==> src/rtl/rx_controller_if.sv <==
// Consumer-side character handshake of the UART receive controller.
// The controller drives the FIFO head and valid; the consumer answers with ready.
interface rx_controller_if #(
    parameter int DATA_BITS = 8
);
    logic [DATA_BITS-1:0] rx_data;
    logic                 rx_valid;
    logic                 rx_ready;

    modport master (
        output rx_data,
        output rx_valid,
        input  rx_ready
    );

    modport slave (
        input  rx_data,
        input  rx_valid,
        output rx_ready
    );
endinterface

==> src/rtl/rx_controller.sv <==
// UART receive sequencer: start-bit qualification, mid-bit shift strobes, stop check,
// and a small character FIFO toward the consumer.
//
//  state | meaning
//  IDLE  | line idle, waiting for a falling edge
//  START | timing to the middle of the start bit to reject glitches
//  DATA  | strobing the external shift register once per bit period
//  STOP  | timing to the middle of the stop bit
//  BRK   | stop bit was 0, waiting for the line to return high
module rx_controller #(
    parameter int OVERSAMPLE = 16,
    parameter int DATA_BITS  = 8,
    parameter int FIFO_DEPTH = 4
) (
    input  logic                 i_clk,
    input  logic                 i_rst,
    input  logic                 i_data_in,
    input  logic [DATA_BITS-1:0] i_stp_data,
    output logic                 o_shift_en,
    output logic                 o_character_received,
    output logic                 o_framing_error,
    output logic                 o_overrun,
    input  logic                 i_overrun_clr,
    output logic                 o_busy,
    rx_controller_if.master      rx
);

    localparam int CNT_W  = $clog2(OVERSAMPLE);
    localparam int IDX_W  = $clog2(DATA_BITS + 1);
    localparam int PTR_W  = $clog2(FIFO_DEPTH);
    localparam int FCNT_W = $clog2(FIFO_DEPTH + 1);

    typedef enum logic [2:0] {
        IDLE  = 3'd0,
        START = 3'd1,
        DATA  = 3'd2,
        STOP  = 3'd3,
        BRK   = 3'd4
    } state_t;

    state_t               r_state;
    logic [CNT_W-1:0]     r_cnt;
    logic [IDX_W-1:0]     r_bit_idx;

    logic [DATA_BITS-1:0] r_mem [FIFO_DEPTH];
    logic [PTR_W-1:0]     r_wr_ptr;
    logic [PTR_W-1:0]     r_rd_ptr;
    logic [FCNT_W-1:0]    r_count;
    logic                 r_overrun;

    logic w_half_bit;
    logic w_bit_end;
    logic w_stop_smp;
    logic w_push;
    logic w_pop;
    logic w_full;
    logic w_push_ok;
    logic w_drop;
    logic w_valid;

    assign w_half_bit = (r_cnt == CNT_W'(OVERSAMPLE / 2 - 1));
    assign w_bit_end  = (r_cnt == CNT_W'(OVERSAMPLE - 1));
    assign w_stop_smp = (r_state == STOP) && w_bit_end;
    assign w_push     = w_stop_smp && i_data_in;
    assign w_valid    = (r_count != '0);
    assign w_pop      = w_valid && rx.rx_ready;
    assign w_full     = (r_count == FCNT_W'(FIFO_DEPTH));
    // A pop in the same cycle frees the slot, so a full FIFO still takes the push.
    assign w_push_ok  = w_push && (!w_full || w_pop);
    assign w_drop     = w_push && w_full && !w_pop;

    always_ff @(posedge i_clk) begin
        if (i_rst) begin
            r_state   <= IDLE;
            r_cnt     <= '0;
            r_bit_idx <= '0;
        end else begin
            case (r_state)
                IDLE: begin
                    if (!i_data_in) begin
                        r_state <= START;
                        r_cnt   <= '0;
                    end
                end
                START: begin
                    if (w_half_bit) begin
                        r_cnt <= '0;
                        if (!i_data_in) begin
                            r_state   <= DATA;
                            r_bit_idx <= '0;
                        end else begin
                            r_state <= IDLE;
                        end
                    end else begin
                        r_cnt <= r_cnt + CNT_W'(1);
                    end
                end
                DATA: begin
                    if (w_bit_end) begin
                        r_cnt     <= '0;
                        r_bit_idx <= r_bit_idx + IDX_W'(1);
                        if (r_bit_idx == IDX_W'(DATA_BITS - 1)) begin
                            r_state <= STOP;
                        end
                    end else begin
                        r_cnt <= r_cnt + CNT_W'(1);
                    end
                end
                STOP: begin
                    if (w_bit_end) begin
                        r_cnt   <= '0;
                        r_state <= i_data_in ? IDLE : BRK;
                    end else begin
                        r_cnt <= r_cnt + CNT_W'(1);
                    end
                end
                BRK: begin
                    if (i_data_in) begin
                        r_state <= IDLE;
                    end
                end
                default: begin
                    r_state <= IDLE;
                    r_cnt   <= '0;
                end
            endcase
        end
    end

    always_ff @(posedge i_clk) begin
        if (i_rst) begin
            r_wr_ptr  <= '0;
            r_rd_ptr  <= '0;
            r_count   <= '0;
            r_overrun <= 1'b0;
        end else begin
            if (w_push_ok) begin
                r_wr_ptr <= r_wr_ptr + PTR_W'(1);
            end
            if (w_pop) begin
                r_rd_ptr <= r_rd_ptr + PTR_W'(1);
            end
            case ({w_push_ok, w_pop})
                2'b10:   r_count <= r_count + FCNT_W'(1);
                2'b01:   r_count <= r_count - FCNT_W'(1);
                default: r_count <= r_count;
            endcase
            if (w_drop) begin
                r_overrun <= 1'b1;
            end else if (i_overrun_clr) begin
                r_overrun <= 1'b0;
            end
        end
    end

    always_ff @(posedge i_clk) begin
        if (w_push_ok) begin
            r_mem[r_wr_ptr] <= i_stp_data;
        end
    end

    // Strobes are decoded in the sampling cycle itself so the shift register and the
    // FIFO push see data_in and stp_data at exactly the mid-bit point.
    assign o_shift_en           = (r_state == DATA) && w_bit_end;
    assign o_character_received = w_push;
    assign o_framing_error      = w_stop_smp && !i_data_in;
    assign o_overrun            = r_overrun;
    assign o_busy               = (r_state != IDLE);
    assign rx.rx_valid          = w_valid;
    assign rx.rx_data           = w_valid ? r_mem[r_rd_ptr] : '0;

endmodule

==> src/flat_wrapper.sv <==
// flat-port wrapper written by rule: the top's interface ports become plain ports
module rx_controller_flat 
#(
    parameter int OVERSAMPLE = 16,
    parameter int DATA_BITS  = 8,
    parameter int FIFO_DEPTH = 4
)
  (i_clk, i_rst, i_data_in, i_stp_data, o_shift_en, o_character_received, o_framing_error, o_overrun, i_overrun_clr, o_busy, rx_rx_data, rx_rx_valid, rx_rx_ready);
  rx_controller_if #(.DATA_BITS(DATA_BITS)) rx_i ();
  input  logic i_clk;
  input  logic i_rst;
  input  logic i_data_in;
  input  logic [DATA_BITS-1:0] i_stp_data;
  output logic o_shift_en;
  output logic o_character_received;
  output logic o_framing_error;
  output logic o_overrun;
  input  logic i_overrun_clr;
  output logic o_busy;
  output wire logic [$bits(rx_i.rx_data)-1:0] rx_rx_data;
  output wire logic [$bits(rx_i.rx_valid)-1:0] rx_rx_valid;
  input wire logic [$bits(rx_i.rx_ready)-1:0] rx_rx_ready;
  assign rx_rx_data = rx_i.rx_data;
  assign rx_rx_valid = rx_i.rx_valid;
  assign rx_i.rx_ready = rx_rx_ready;
  rx_controller #(.OVERSAMPLE(OVERSAMPLE), .DATA_BITS(DATA_BITS), .FIFO_DEPTH(FIFO_DEPTH)) u_core (.i_clk(i_clk), .i_rst(i_rst), .i_data_in(i_data_in), .i_stp_data(i_stp_data), .o_shift_en(o_shift_en), .o_character_received(o_character_received), .o_framing_error(o_framing_error), .o_overrun(o_overrun), .i_overrun_clr(i_overrun_clr), .o_busy(o_busy), .rx(rx_i));
endmodule
==> config.mk <==
export PLATFORM = sky130hd
export DESIGN_NAME = rx_controller_flat
export DESIGN_NICKNAME = d
export VERILOG_FILES = /design/src/rtl/rx_controller_if.sv /design/src/rtl/rx_controller.sv /design/src/flat_wrapper.sv
export SDC_FILE = /design/constraint.sdc
export NUM_CORES = 1
export LEC_CHECK = 0
export ABC_AREA = 1
export CORE_MARGIN = 10
export CORE_UTILIZATION = 45
export DETAILED_ROUTE_END_ITERATION = 10
export PLACE_DENSITY_LB_ADDON = 0.15
export RECOVER_POWER = 100
export SLEW_MARGIN = 20
export SYNTH_ARGS = -nofsm -noshare
export SYNTH_HDL_FRONTEND = slang
export SYNTH_SLANG_ARGS = --single-unit
==> constraint.sdc <==
create_clock -name i_clk -period 2.42 [get_ports i_clk]
set_input_delay 0.605 -clock i_clk [delete_from_list [all_inputs] [get_ports i_clk]]
set_output_delay 0.605 -clock i_clk [all_outputs]
set_load 0.05 [all_outputs]
After elaboration in Yosys (flattened, before gate mapping)

Memories as Yosys holds them, arrays and structs flattened. A register that Yosys moved wholly into a read port is not among the register bits.
Index checks and enable logic that the tools add are counted.

Input port bits: 13
Output and inout bits: 14
ROM bits: 0
Word-level logic and storage cells: 78
Memories kept: 1
Flip-flop bits (word level): 19
Bits in latches: 0
Bits in writable memories: 32

Shift operators: 0
Multipliers: 0
$add $sub $neg: 6
Bitwise logic cells: 1
Reduce and logical (&&, ||, !) cells: 22
$lt $le $gt $ge: 0
Mux-type cells: 24
Div/mod/pow operators: 0
Equal/unequal tests: 17

Memories:

| name         | depth | bits a word | rd ports | clocked after Yosys merged registers in | write ports | RTL line            | text |
|---|---|---|---|---|---|---|---|
| u_core.r_mem | 4     | 8           | 1        | 1                                       | 1           | rx_controller.sv:45 | `logic [DATA_BITS-1:0] r_mem [FIFO_DEPTH];` |

Operator list:

| kind                                                                     | count |
|---|---|
| 3-bit two-way mux                                                        | 7 |
| 4-bit two-way mux                                                        | 5 |
| 4-bit case mux with 4 select lines                                       | 1 |
| 3-bit case mux with 5 select lines                                       | 1 |
| 4-bit by 1-bit adder with 4-bit output (second input constant)           | 2 |
| 4-bit by 3-bit equality test with 1-bit output (second input constant)   | 2 |
| 1-bit logical AND                                                        | 8 |
| 8-bit two-way mux                                                        | 1 |
| 2-bit by 1-bit inequality test with 1-bit output (second input constant) | 4 |
| 4-bit case mux with 2 select lines                                       | 1 |
| 3-bit by 2-bit equality test with 1-bit output (second input constant)   | 2 |
| 3-bit equality test (second input constant)                              | 2 |
| 2-bit two-way mux                                                        | 3 |
| 2-bit inequality test (second input constant)                            | 3 |
| 3-bit case mux with 2 select lines                                       | 1 |
| 6-bit AND reduction                                                      | 1 |
| 2-bit nonzero test                                                       | 3 |
| 3-bit nonzero test                                                       | 2 |
| 2-bit by 1-bit adder with 2-bit output (second input constant)           | 2 |
| 4-bit equality test (second input constant)                              | 1 |
| 1-bit two-way mux                                                        | 4 |
| 4-bit AND reduction                                                      | 1 |
| 3-bit by 1-bit adder with 3-bit output (second input constant)           | 1 |
| 3-bit by 1-bit equality test with 1-bit output (second input constant)   | 1 |
| 9 further kinds                                                          | 11 |

Longest topological paths before layout

Depth after elaboration: 6
Mapped depth: 11
Gate-level depth less buffers: 11

Worst setup path before layout

Ideal clock, no wire load.

Kind: reg-to-output
From: register with a tool-made name
To: output rx_rx_data[0]
Buffers on the path: 1
Path slack: 0.175 ns
Data required time: 1.815 ns
Data arrival time: 1.640 ns
Stages on the path, launching flop included: 6
Path through: dfxtp_1 > clkbuf_1 > inv_1 > nor2_1 > o21ai_0 > a21oi_1

RTL lines:

| item             | RTL line           | text |
|---|---|---|
| end: declaration | flat_wrapper.sv:20 | `output wire logic [$bits(rx_i.rx_data)-1:0] rx_rx_data;` |

Worst setup path after layout

From: register u_core.r_count[2]
To: output rx_rx_valid

Longest elaborated chain between the ends: 1

Ends and longest elaborated chain:

| item                     | RTL line             | text |
|---|---|---|
| start: declaration       | rx_controller.sv:48  | `logic [FCNT_W-1:0] r_count;` |
| start signal: assignment | rx_controller.sv:144 | `2'b10: r_count <= r_count + FCNT_W'(1);` |
| start signal: assignment | rx_controller.sv:145 | `2'b01: r_count <= r_count - FCNT_W'(1);` |
| start signal: assignment | rx_controller.sv:146 | `default: r_count <= r_count;` |
| 3-bit nonzero test       | rx_controller.sv:65  | `assign w_valid = (r_count != '0);` |
| end: declaration         | flat_wrapper.sv:21   | `output wire logic [$bits(rx_i.rx_valid)-1:0] rx_rx_valid;` |

No other way between the ends.

==> impl_metrics.yaml <==
run_status:
  status: "finished clean"
placement:
  place.gp.congestion: 0.829
  hpwl_um: 3600
  place_area_um2: 2930
  port_buffers: 26
cts:
  clk_pin_slew_ns: 0.10
  clk_path_buf_depth: 2
  clock_latency_ns: 0.30
  post_cts_resized: 0
  post_cts_buffers: 0
  cts_made_buffers: 5
  cts_max_level: 2
  tritoncts: "yes"
  numClockSinks: 53
  ctsHoldBuffers: 0
  root_buffer: "clkbuf_8"
cells_and_area:
  drive_above_1_share_pct: 18.6
  syn_to_final_growth_pct: 21.3
  final_nets: 314
  diodes: 0
  fin_area_um2: 2940
  multi_input_area_um2: 876
  nFillCells: 447
  seqCellArea_um2: 1380
sta:
  clock.fmax_mhz: 432
  maxSlewViolCount: 0
  rsz0062_at_grt: "no"
  finalCriticalPeriod_ns: 2.31
  fin_tns_setup_ns: 0
  hold_viol: 0
  skew_ns: 0.0101
  slew_headroom_pct: 64.9
  worst_slew_pin_slew_ns: 0.521
  setup_viol: 0
  finalCritPeriodShare_pct: 95.6
critical_path:
  setup.worst_path.start: "u_core.r_count[2]$_SDFFE_PP0P_"
  crit_chain: "inv_1, nand2_2, dlygate4sd3_1"
  r2r_setup_slack_ns: 0.44
  endpoint: "rx_rx_valid"
  cp_max_fo: 3
  critical_path_class: "register to output pin"
  crit_slowest_cell: "dlygate4sd3_1"
  cp.required_ns: 1.81
  end_kind: "output pin"
  r2r_end: "u_core.r_mem[1][4]$_DFFE_PP_"
  ff2ff_path_depth: 8
  startpoint_type: "register"
  slowest_delay_ns: 0.88
  timing.rr.start: "u_core.r_cnt[0]$_SDFFE_PP0P_"
  critPathArrivalTime_ns: 1.71
yosys:
  synth_compound_area_share_pct: 12.8
  synth_adder_area_share_pct: 3.92
  synth_cell_types: 27
  synth-xor-area-share_pct: 1.08
  yosys_warnings: 0
  ys_seq_area_share_pct: 57.0
  synthMuxAreaShare_pct: 0
  synthSimpleGateAreaFrac_pct: 19.3
  avgSynthCellArea_um2: 9.44
  synthCells: 257
  synth_top_family_by_area: "simple AND/OR/NAND/NOR gates"
  synth_area_um2: 2420
  ys_seq_elements: 53
  synth_fp_nets: 277
floorplanning:
  ios: 27
  rows: 26
  start_util_pct: 46.9
  die_area_um2: 8720
  dieHeight_um: 93.4
  die_w_um: 93.4
  coreArea_um2: 5170
routing:
  wl_per_cell_um: 13.3
  firstDrtPassIters: 4
  wl_um: 4840
  vias: 1780
  postRouteAntennaNets: 0
  drc_errors: 0
  via_per_inst: 4.88
  dr.first_iter.drc_count: 104
pwr:
  ir_drop_v: 0.000712
  p_total_uw: 3310
  powerDensity_nw_per_um2: 1130
  p_leak_uw: 0.00113
global_route:
  grt_max_degree: 18
  grtUsageTotal_pct: 11.6
  grt_pass1_vias: 1624
  grt_pass1_wl_um: 8040
  overflow: 0
  antenna_found_initial: 0
job:
  maxCapViolCount: 0
worst_hold_path:
  hp-class: "register to register"
-- per-layer routing --
metal / up-vias / global-route usage (%) / wire, um
met2: 29 / 16.6 / 2100
met5: - / 0 / 0
met1: 815 / 16.3 / 2450
li1: 930 / - / -
met3: 6 / 3.44 / 226
met4: 0 / 3.86 / 63
-- sequential cells by signal (all words and copies together) (netlist names), named ones only --
register	flops
u_core.r_mem	32
u_core.r_bit_idx	4
u_core.r_cnt	4
u_core.r_count	3
u_core.r_state	3
u_core.r_rd_ptr	2
u_core.r_wr_ptr	2
u_core.o_overrun	1
-- area by class of cell --
cell class | count | area share (%)
Clock inverter | 3 | 2.34
Tap cell | 70 | 2.98
Inverter | 32 | 4.09
Timing Repair Buffer | 35 | 11.5
Clock buffer | 5 | 2.34
Sequential cell | 53 | 47.0
Multi-Input combinational cell | 167 | 29.8
-- worst min-delay path by stage --
| stage | start | endpoint | slack, ns | depth (start not counted) |
|---|---|---|---|---|
| after floorplan | u_core.r_rd_ptr[1]$_SDFFE_PP0N_ | register | 0.44 | 2 |
| after global placement | u_core.r_rd_ptr[0]$_SDFFE_PP0N_ | u_core.r_rd_ptr[0]$_SDFFE_PP0N_ | 0.46 | 1 |
| after detailed placement | u_core.r_rd_ptr[1]$_SDFFE_PP0N_ | register | 0.47 | 2 |
| after CTS | u_core.r_rd_ptr[1]$_SDFFE_PP0N_ | u_core.r_rd_ptr[1]$_SDFFE_PP0N_ | 0.48 | 2 |
| after global routing | u_core.r_rd_ptr[0]$_SDFFE_PP0N_ | register | 0.49 | 1 |
| final | u_core.r_rd_ptr[1]$_SDFFE_PP0N_ | u_core.r_rd_ptr[1]$_SDFFE_PP0N_ | 0.48 | 2 |
-- cell usage after synthesis (all sizes together) --
library cell	number	area share, %
o21ai	27	5.7
nand4	2	0.52
a211oi	1	0.31
clkinv	1	0.15
clkbuf	2	0.31
a21oi	27	6.5
edfxtp	32	40
xnor2	1	0.36
dfxtp	21	17
ha	6	3.1
nand3	14	3.7
nand2	32	6.0
fa	1	0.83
xor2	2	0.72
buf	3	0.57
inv	31	4.8
o21a	1	0.31
nor2	53	9.1
-- power breakdown --
group | switching [uW] | total, uW | internal, uW
sequential | 61.9 | 1090 | 1020
combinational | 1050 | 1520 | 469
clock | 289 | 705 | 416
-- critical path: cells and delay by family (launching register included) --
family,cells,cell delay [ns]
buffers and inverters,2,0.96
DFF,1,0.35
and+or+nand+nor,1,0.09
-- stage by stage --
stage	setup slack [ns]	util [%]	std cells	hold WS, ns
finish	0.107	56.8	365	0.478
global route	0.0384	56.8	365	0.493
CTS	0.138	59.2	365	0.484
detailed placement	0.127	56.6	357	0.466
global placement	0.152	56.6	357	0.459
floorplan	0.175	-	257	0.442
-- cells by family after synthesis --
kind of cell,count (synthesis)
AO/OA/AOI/OAI,56
AND/OR/NAND/NOR,101
buffers and inverters,37
adder cells (fa/ha/maj),7
XOR/XNOR,3
flip-flops,53
-- cells in the final DEF (no fill, tap or decap), types with 3 or more instances in the layout --
master / n
nand3_1: 12
nor2_2: 3
buf_4: 5
dlygate4sd3_1: 11
a21oi_1: 21
inv_2: 6
ha_1: 6
a21oi_2: 6
buf_12: 5
nand2_1: 24
o21ai_1: 3
inv_1: 25
dfxtp_1: 21
clkbuf_8: 5
clkdlybuf4s50_1: 3
nand2_2: 8
nor2_1: 49
o21ai_0: 24
clkbuf_2: 9
edfxtp_1: 32
No activity file was read; power rests on OpenSTA's default activity.
